==> src/rtl/apb_reg_decoder.sv <==
`default_nettype none
// ============================================================================
// Module   : apb_reg_decoder
// Brief    : APB3 completer that turns each transfer into one-hot register-cell
//            strobes with a fixed two-wait-state response. Optional macro
//            APB_REG_DECODER_PPROT_EN adds pprot and rejects unprivileged writes.
// Revision : 1.0  initial release
// ============================================================================
module apb_reg_decoder #(
  parameter int NREG = 12,
  parameter int DW   = 16,
  parameter int AW   = 8,
  parameter int BASE = 0
) (
  input  logic                 clk,
  input  logic                 rstb,
  input  logic                 psel,
  input  logic                 penable,
  input  logic                 pwrite,
  input  logic [AW-1:0]        paddr,
  input  logic [DW-1:0]        pwdata,
`ifdef APB_REG_DECODER_PPROT_EN
  input  logic [2:0]           pprot,
`endif
  output logic [DW-1:0]        prdata,
  output logic                 pready,
  output logic                 pslverr,
  output logic [NREG-1:0]      read,
  output logic [NREG-1:0]      write,
  output logic [DW-1:0]        wdata,
  input  logic [NREG*DW-1:0]   rdata_bus
);

  localparam int            c_nbytes = DW / 8;
  localparam int            c_ob     = $clog2(c_nbytes);
  localparam int            c_iw     = (NREG > 1) ? $clog2(NREG) : 1;
  localparam logic [AW-1:0] c_base   = AW'(BASE);
  localparam logic [AW-1:0] c_mask   = AW'(c_nbytes - 1);

  localparam logic [1:0] c_idle    = 2'd0;
  localparam logic [1:0] c_strobe  = 2'd1;
  localparam logic [1:0] c_capture = 2'd2;
  localparam logic [1:0] c_resp    = 2'd3;

  logic [1:0]      r_state;
  logic [c_iw-1:0] r_idx;
  logic            r_err;
  logic            r_wr;

  logic [AW-1:0]   w_off;
  logic [AW-1:0]   w_idx;
  logic            w_deny;
  logic            w_err;
  logic [NREG-1:0] w_onehot;
  logic [DW-1:0]   w_rsel;

  assign w_off    = paddr - c_base;
  assign w_idx    = w_off >> c_ob;
  assign w_onehot = NREG'(1) << w_idx;

`ifdef APB_REG_DECODER_PPROT_EN
  // Only pprot[0] (privileged) matters; the other bits are accepted and ignored.
  logic w_unused_pprot;
  assign w_unused_pprot = ^pprot[2:1];
  assign w_deny         = pwrite & ~pprot[0];
`else
  assign w_deny = 1'b0;
`endif

  assign w_err = (|(w_off & c_mask)) | (paddr < c_base)
               | (32'(w_idx) >= 32'(NREG)) | w_deny;

  // An out-of-range r_idx only occurs with r_err set, where the slice is discarded.
  assign w_rsel = rdata_bus[32'(r_idx)*DW +: DW];

  always_ff @(posedge clk or negedge rstb) begin
    if (!rstb) begin
      r_state <= c_idle;
      r_idx   <= '0;
      r_err   <= 1'b0;
      r_wr    <= 1'b0;
      read    <= '0;
      write   <= '0;
      wdata   <= '0;
      prdata  <= '0;
      pready  <= 1'b0;
      pslverr <= 1'b0;
    end else begin
      read    <= '0;
      write   <= '0;
      pready  <= 1'b0;
      pslverr <= 1'b0;
      case (r_state)
        c_idle: begin
          // Strobes are launched on the setup edge so they are visible in STROBE.
          if (psel && !penable) begin
            r_idx   <= w_idx[c_iw-1:0];
            r_err   <= w_err;
            r_wr    <= pwrite;
            r_state <= c_strobe;
            if (!w_err) begin
              read  <= pwrite ? '0 : w_onehot;
              write <= pwrite ? w_onehot : '0;
              wdata <= pwdata;
            end
          end
        end
        c_strobe: begin
          r_state <= psel ? c_capture : c_idle;
        end
        c_capture: begin
          if (!psel) begin
            r_state <= c_idle;
          end else begin
            if (!r_wr) begin
              prdata <= r_err ? '0 : w_rsel;
            end
            pready  <= 1'b1;
            pslverr <= r_err;
            r_state <= c_resp;
          end
        end
        default: begin
          r_state <= c_idle;
        end
      endcase
    end
  end

endmodule
`default_nettype wire
==> config.mk <==
export PLATFORM = sky130hd
export DESIGN_NAME = apb_reg_decoder
export DESIGN_NICKNAME = d
export VERILOG_FILES = /design/src/rtl/apb_reg_decoder.sv
export SDC_FILE = /design/constraint.sdc
export NUM_CORES = 1
export LEC_CHECK = 0
export ABC_AREA = 1
export BUFFER_PORTS_ARGS = -buffer_cell sky130_fd_sc_hd__buf_2
export CORE_MARGIN = 3
export CORE_UTILIZATION = 44
export CTS_CLUSTER_SIZE = 10
export DETAILED_ROUTE_END_ITERATION = 12
export GPL_TIMING_DRIVEN = 0
export HOLD_SLACK_MARGIN = 0.02
export PLACE_DENSITY = 0.92
export SKIP_LAST_GASP = 1
export SYNTH_ARGS = -nofsm -noshare
export SYNTH_HDL_FRONTEND = slang
export SYNTH_SLANG_ARGS = --single-unit
==> constraint.sdc <==
create_clock -name clk -period 1.8 [get_ports clk]
set_input_delay 0 -clock clk [delete_from_list [all_inputs] [get_ports clk]]
set_output_delay 0 -clock clk [all_outputs]
set_load 0.1 [all_outputs]
==> results of run 1 <==
==> cell families (layout without fill, tap and decap cells) <==
kind of cell | count (synthesis) | in the layout | synth area share, %
AND/OR/NAND/NOR | 503 | 503 | 44.6
AO/OA/AOI/OAI | 55 | 55 | 5.97
flip-flops | 66 | 66 | 35.8
buffers and inverters | 154 | 476 | 13.5
==> synth_stat cells, types with 4 or more instances <==
| cell type | n |
|---|---|
| buf_1 | 5 |
| buf_2 | 19 |
| clkbuf_1 | 18 |
| dfrtp_1 | 66 |
| inv_1 | 105 |
| inv_2 | 4 |
| nand2_1 | 307 |
| nand3_1 | 101 |
| nand4_1 | 4 |
| nor2_1 | 84 |
| o21ai_0 | 31 |
| o21ai_1 | 23 |
==> critical path: cells and delay by family, from the launching register on <==
kind / cells / cell delay (ps)
flops: 1 / 330
simple gates: 7 / 630
buf+inv: 3 / 620
==> layout make-up <==
| cell class | count | area [um^2] | share of cell area [%] |
|---|---|---|---|
| multi-input cells | 558 | 2340 | 35.0 |
| repair buffers | 306 | 1670 | 24.9 |
| flip-flops and latches | 66 | 1650 | 24.6 |
| inverters | 110 | 415 | 6.20 |
| plain buffers | 44 | 248 | 3.70 |
| well taps | 133 | 166 | 2.48 |
| clock buffers | 9 | 124 | 1.85 |
| clock inverters | 7 | 83.8 | 1.25 |
==> timing repair <==
action | 4_1_cts | 5_1_grt
gates resized for setup | 2 | 37
setup endpoints to repair | 7 | 35
pin swaps | 0 | 1
buffers inserted | 0 | 3
endpoints found under the hold margin | 34 | 66
hold buffers | 24 | 1
==> final timing paths <==
path | startpoint | endpoint | depth (start not counted)
max in group asynchronous | rstb | write[0] | 2
max reg2reg | r_idx[0] | prdata[7] | 10
min reg2reg | prdata[8] | prdata[8] | 2
min | paddr[6] | write[5] | 4
max | r_idx[0] | prdata[7] | 10
min in group asynchronous | rstb | write[1] | 2
==> per-layer routing <==
metal | GRT usage [%] | up-vias
met2 | 59.8 | 335
li1 | - | 3004
met3 | 8.90 | 61
met4 | 14.2 | 0
met1 | 36.7 | 2798
met5 | 0 | -
==> state kept, by name (all words and copies together) (netlist names) <==
| signal | cells |
|---|---|
| pready | 1 |
| read | 12 |
| pslverr | 1 |
| r_state | 2 |
| r_idx | 4 |
| prdata | 16 |
| wdata | 16 |
| r_err | 1 |
| r_wr | 1 |
| write | 12 |
==> per-stage QoR <==
step	area, um^2	TNS, ps	instances	util, %
2_1_floorplan	4610	0	778	-
3_3_place_gp	6160	-11.7	1189	61.9
3_5_place_dp	6160	-98.5	1189	61.9
4_1_cts	6620	0	1229	66.5
6_report	6700	0	1233	67.3
5_1_grt	6700	-44.8	1233	67.3
==> power groups by stage <==
| stage | sequential (W) | combinational (W) | clock (W) |
|---|---|---|---|
| after floorplan | 0.00249 | 0.00180 | 0 |
| after global placement | 0.00173 | 0.00363 | 0 |
| after detailed placement | 0.00173 | 0.00367 | 0 |
| after CTS | 0.00170 | 0.00372 | 0.00135 |
| after global routing | 0.00173 | 0.00417 | 0.00142 |
| final | 0.00171 | 0.00383 | 0.00136 |
==> results.cfg, run 1 <==
[sta]
setup_viol = 0
fmax_ghz = 0.595
rsz0062_at_grt = true
period_needed_ps = 1680
hold_violations = 0
finalMaxSlewViolations = 0
fin_skew_ps = 15.8
holdWs_ps = 43.3
min_period_over_period_pct = 93.3
worst_slack_ps = 120
max_slew_margin_pct = 45.7
tightest_slew_ps = 815

[synth]
syn_area_per_cell_um2 = 5.92
ys_ff_latch = 66
ys_seq_area_share_pct = 35.9
synth_edf_count = 0
synth_top_cell_by_area = dfrtp_1
syn-cell-area_um2 = 4610
synthArstFlopShare_pct = 100
synthTopCellsByArea = dfrtp_1 (36%), nand2_1 (25%), nand3_1 (11%)
syn-num-nets = 999
synthCells = 778
synth-warning-count = 0
ys_types = 22
ys_dominant_reg_cell = dfrtp_1
synth_top_area_share_pct = 35.9

[global_route]
grt_max_degree = 67
grt_remaining_overflow = 0
grt_pass1_wl_mm = 29.8
grt_pass1_vias = 5969
antenna_found_initial = 0
track_usage_pct = 33.2

[worst_setup_path]
crit_slowest_cell = dfrtp_1
cp.required_ps = 2040
critPathKind = reg -> reg
cp_cell_sequence = buf_2 -> buf_4 -> clkbuf_4 -> nand2_1 -> nand3_1 -> nand3_1 -> nand3_1 -> nand2_1 -> nand2_1 -> nand2_1
arrival_ps = 1920
cp-start-kind = flip-flop
r2r_slack_ps = 120
cp-end-kind = flip-flop
cpPeakStageDelay_ps = 330
cp_common_cell = nand2_1
cp_max_fo = 10

[layout]
final_common_cell = nand2_1
fillerInstances = 934
diodes = 0
drive_above_1_share_pct = 31.2
syn_to_final_growth_pct = 45.4
nets = 1316
final_cell_mix = nand2_1 (307), buf_2 (290), inv_1 (105)

[detailed_routing]
via_per_inst = 5.03
antenna_left = 0
finalWirelength_mm = 20.3
drtPass1Iterations = 5
vias = 6198
drc = 0
drt_iter0_drc = 507
drt-met1-wl_mm = 7.25
dr.max_layer_used = met4
wl_per_cell_um = 16.4
wl_met3_mm = 1.99
wl_met2_mm = 10.2

[power_and_ir_drop]
p_leak_nw = 4.23
pwr-share-comb_pct = 55.5
ir_drop_v = 0.000892
sw_frac_of_total_pct = 50.8
total_power_w = 0.00690
clockPowerShare_pct = 19.7
power_switching_w = 0.00350
power_frac_seq_pct = 24.8
power_density_nw_per_um2 = 1030
p_int_w = 0.00340

[floorplan]
dieArea_um2 = 11700
initial_core_util_pct = 46.3
core-area_um2 = 9950
io_pins = 279
die_x_um = 108
rows = 36
die_h_um = 108

[placement]
portBuffers = 278
gp_congestion = 1.00
hpwl_mm = 14.9
pre_cts_slack_ps = -24.1

[cts]
tritoncts = done
h-tree-depth = 3
cts_sinks = 66
clock-root-buffer = clkbuf_8
cts.path.max_buffers = 2
clkSlewWorstSetupHoldPaths_ps = 90
numCtsBuffers = 9
clock_latency_ps = 350

[run_status]
outcome = complete, no violations

[min_path]
min_path_type = in -> reg

[run]
maxCapViolCount = 0
Note: power is estimated with default switching activity, not from simulation.
==> run 2, diff against run 1 <==
Settings changed: CELL_PAD_IN_SITES_DETAIL_PLACEMENT from default to 1, CELL_PAD_IN_SITES_GLOBAL_PLACEMENT from default to 1, CORE_ASPECT_RATIO from default to 1.75, CORE_UTILIZATION 44 to 28.
==> results.cfg, run 2 (synthesis gave the netlist of run 1 again) <==
[run_status]
outcome = complete, no violations

[cts]
clock-root-buffer = clkbuf_16
clkSlewWorstSetupHoldPaths_ps = 50
h-tree-depth = 3
clock_latency_ps = 320
cts_sinks = 66
numCtsBuffers = 9
tritoncts = done
cts.path.max_buffers = 2

[worst_setup_path]
critPathKind = reg -> reg
cp-end-kind = flip-flop
r2r_end = prdata[8]
cp_max_fo = 10
cp_cell_sequence = buf_2 -> clkbuf_4 -> buf_4 -> nand2_1 -> nand3_1 -> nand3_1 -> nand3_1 -> nand2_1 -> nand2_1 -> nand2_1
cpPeakStageDelay_ps = 310
crit_slowest_cell = dfrtp_1
ff2ff_path_depth = 10
cp-start-kind = flip-flop
r2r_slack_ps = 140
reg2reg_from = r_idx[0]
cp_common_cell = nand2_1
cp.required_ps = 2010
arrival_ps = 1860

[layout]
fillerInstances = 2255
final_cell_mix = nand2_1 (307), buf_2 (286), inv_1 (105)
layout.cells.non_filler = 1283
reg_top3 = prdata: 16 flops, wdata: 16 flops
post-route-util_pct = 42.4
final_common_cell = nand2_1
final-seq-area_um2 = 1650
drive_above_1_share_pct = 31.6
multi_input_area_um2 = 2340
nets = 1308
syn_to_final_growth_pct = 47.6

[detailed_routing]
drtPass1Iterations = 4
drc = 0
wl_per_cell_um = 17.2
drt_iter0_drc = 153
antenna_left = 0
vias = 6018
finalWirelength_mm = 22.1
via_per_inst = 4.69

[floorplan]
core-area_um2 = 16000
rows = 61
dieArea_um2 = 18100
die_x_um = 103
initial_core_util_pct = 28.7
io_pins = 279
die_h_um = 176

[global_route]
grt_pass1_vias = 6361
track_usage_pct = 23.9
antenna_found_initial = 3
grt_max_degree = 67
grt_remaining_overflow = 0
grt_pass1_wl_mm = 33.1

[sta]
setup_viol = 0
finalMaxSlewViolations = 0
period_needed_ps = 1660
max_slew_margin_pct = 42.9
fmax_ghz = 0.603
tightest_slew_ps = 857
hold_violations = 0
worst_slack_ps = 143
fin_skew_ps = 6.79
fin_setup_tns_ps = 0
min_period_over_period_pct = 92.1

[min_path]
min_delay_path_depth = 4
min_from = paddr[3]
min_path_type = in -> reg
hold_end = read[1]

[placement]
pre_cts_slack_ps = -112
hpwl_mm = 18.0
portBuffers = 278
dpl.cell_count = 1245
gp_congestion = 0.896

[power_and_ir_drop]
p_leak_nw = 4.26
ir_drop_v = 0.000840
power_density_nw_per_um2 = 1070

[run]
maxCapViolCount = 0
run 2: routing by layer:
metal  track usage [%]  share of wire (%)  wire length (um)  up-vias
li1                  -                  -                 -     2985
met1              24.3                 36              7830     2753
met2              45.6                 55             12100      219
met3              4.45                6.0              1330       59
met4              10.0                3.7               818        2
met5                 0              0.059                13        -
run 2: area by class of cell:
cell class / count / area share (%)
timing repair buffer: 298 / 23.4
clock buffer: 12 / 3.92
inverter: 110 / 6.15
clock inverter: 4 / 0.368
sequential: 66 / 24.3
antenna: 2 / 0.0736
buffer: 44 / 3.92
multi-input combinational: 558 / 34.4
tap: 189 / 3.48
run 2: through the flow:
step | total power, W | hold WS (ps) | instance area [um^2]
final | 0.00726 | 39.7 | 6800
after detailed placement | 0.00555 | 160 | 6240
after global routing | 0.00779 | 60.2 | 6800
after CTS | 0.00730 | 33.5 | 6750
after floorplan | 0.00429 | -296 | 4610
after global placement | 0.00548 | 193 | 6230
run 2: worst max-delay path by stage:
| stage | start | to | slack (ps) | cells past startpoint |
|---|---|---|---|---|
| 2_1_floorplan | r_idx[0] | prdata[13] | 390 | 11 |
| 5_1_grt | r_state[0] | read[4] | -6 | 8 |
| 3_5_place_dp | r_idx[2] | prdata[9] | -110 | 7 |
| 4_1_cts | r_idx[1] | prdata[11] | -0.8 | 9 |
| 6_report | r_idx[0] | prdata[8] | 140 | 10 |
| 3_3_place_gp | r_idx[2] | prdata[9] | -80 | 7 |
run 2: report_power, final:
group / switching, W / leakage, nW / internal (W)
Combinational: 0.00278 / 3.22 / 0.00112
Clock: 0.000607 / 0.141 / 0.00104
Sequential: 0.0000822 / 0.896 / 0.00163
Total: 0.00347 / 4.26 / 0.00379
run 2: worst max-delay path, delay by kind of cell, from the launching register on:
| kind | cells | cell delay [ps] |
|---|---|---|
| buf+inv | 3 | 660 |
| flops | 1 | 310 |
| simple gates | 7 | 560 |
run 2: what timing repair did:
item / CTS / global route
hold endpoints to repair: 90 / 0
hold buffers: 20 / 0
resized for setup: 12 / 35
setup endpoints to repair: 14 / 36
buffers inserted: 0 / 0
cloned: 0 / 0
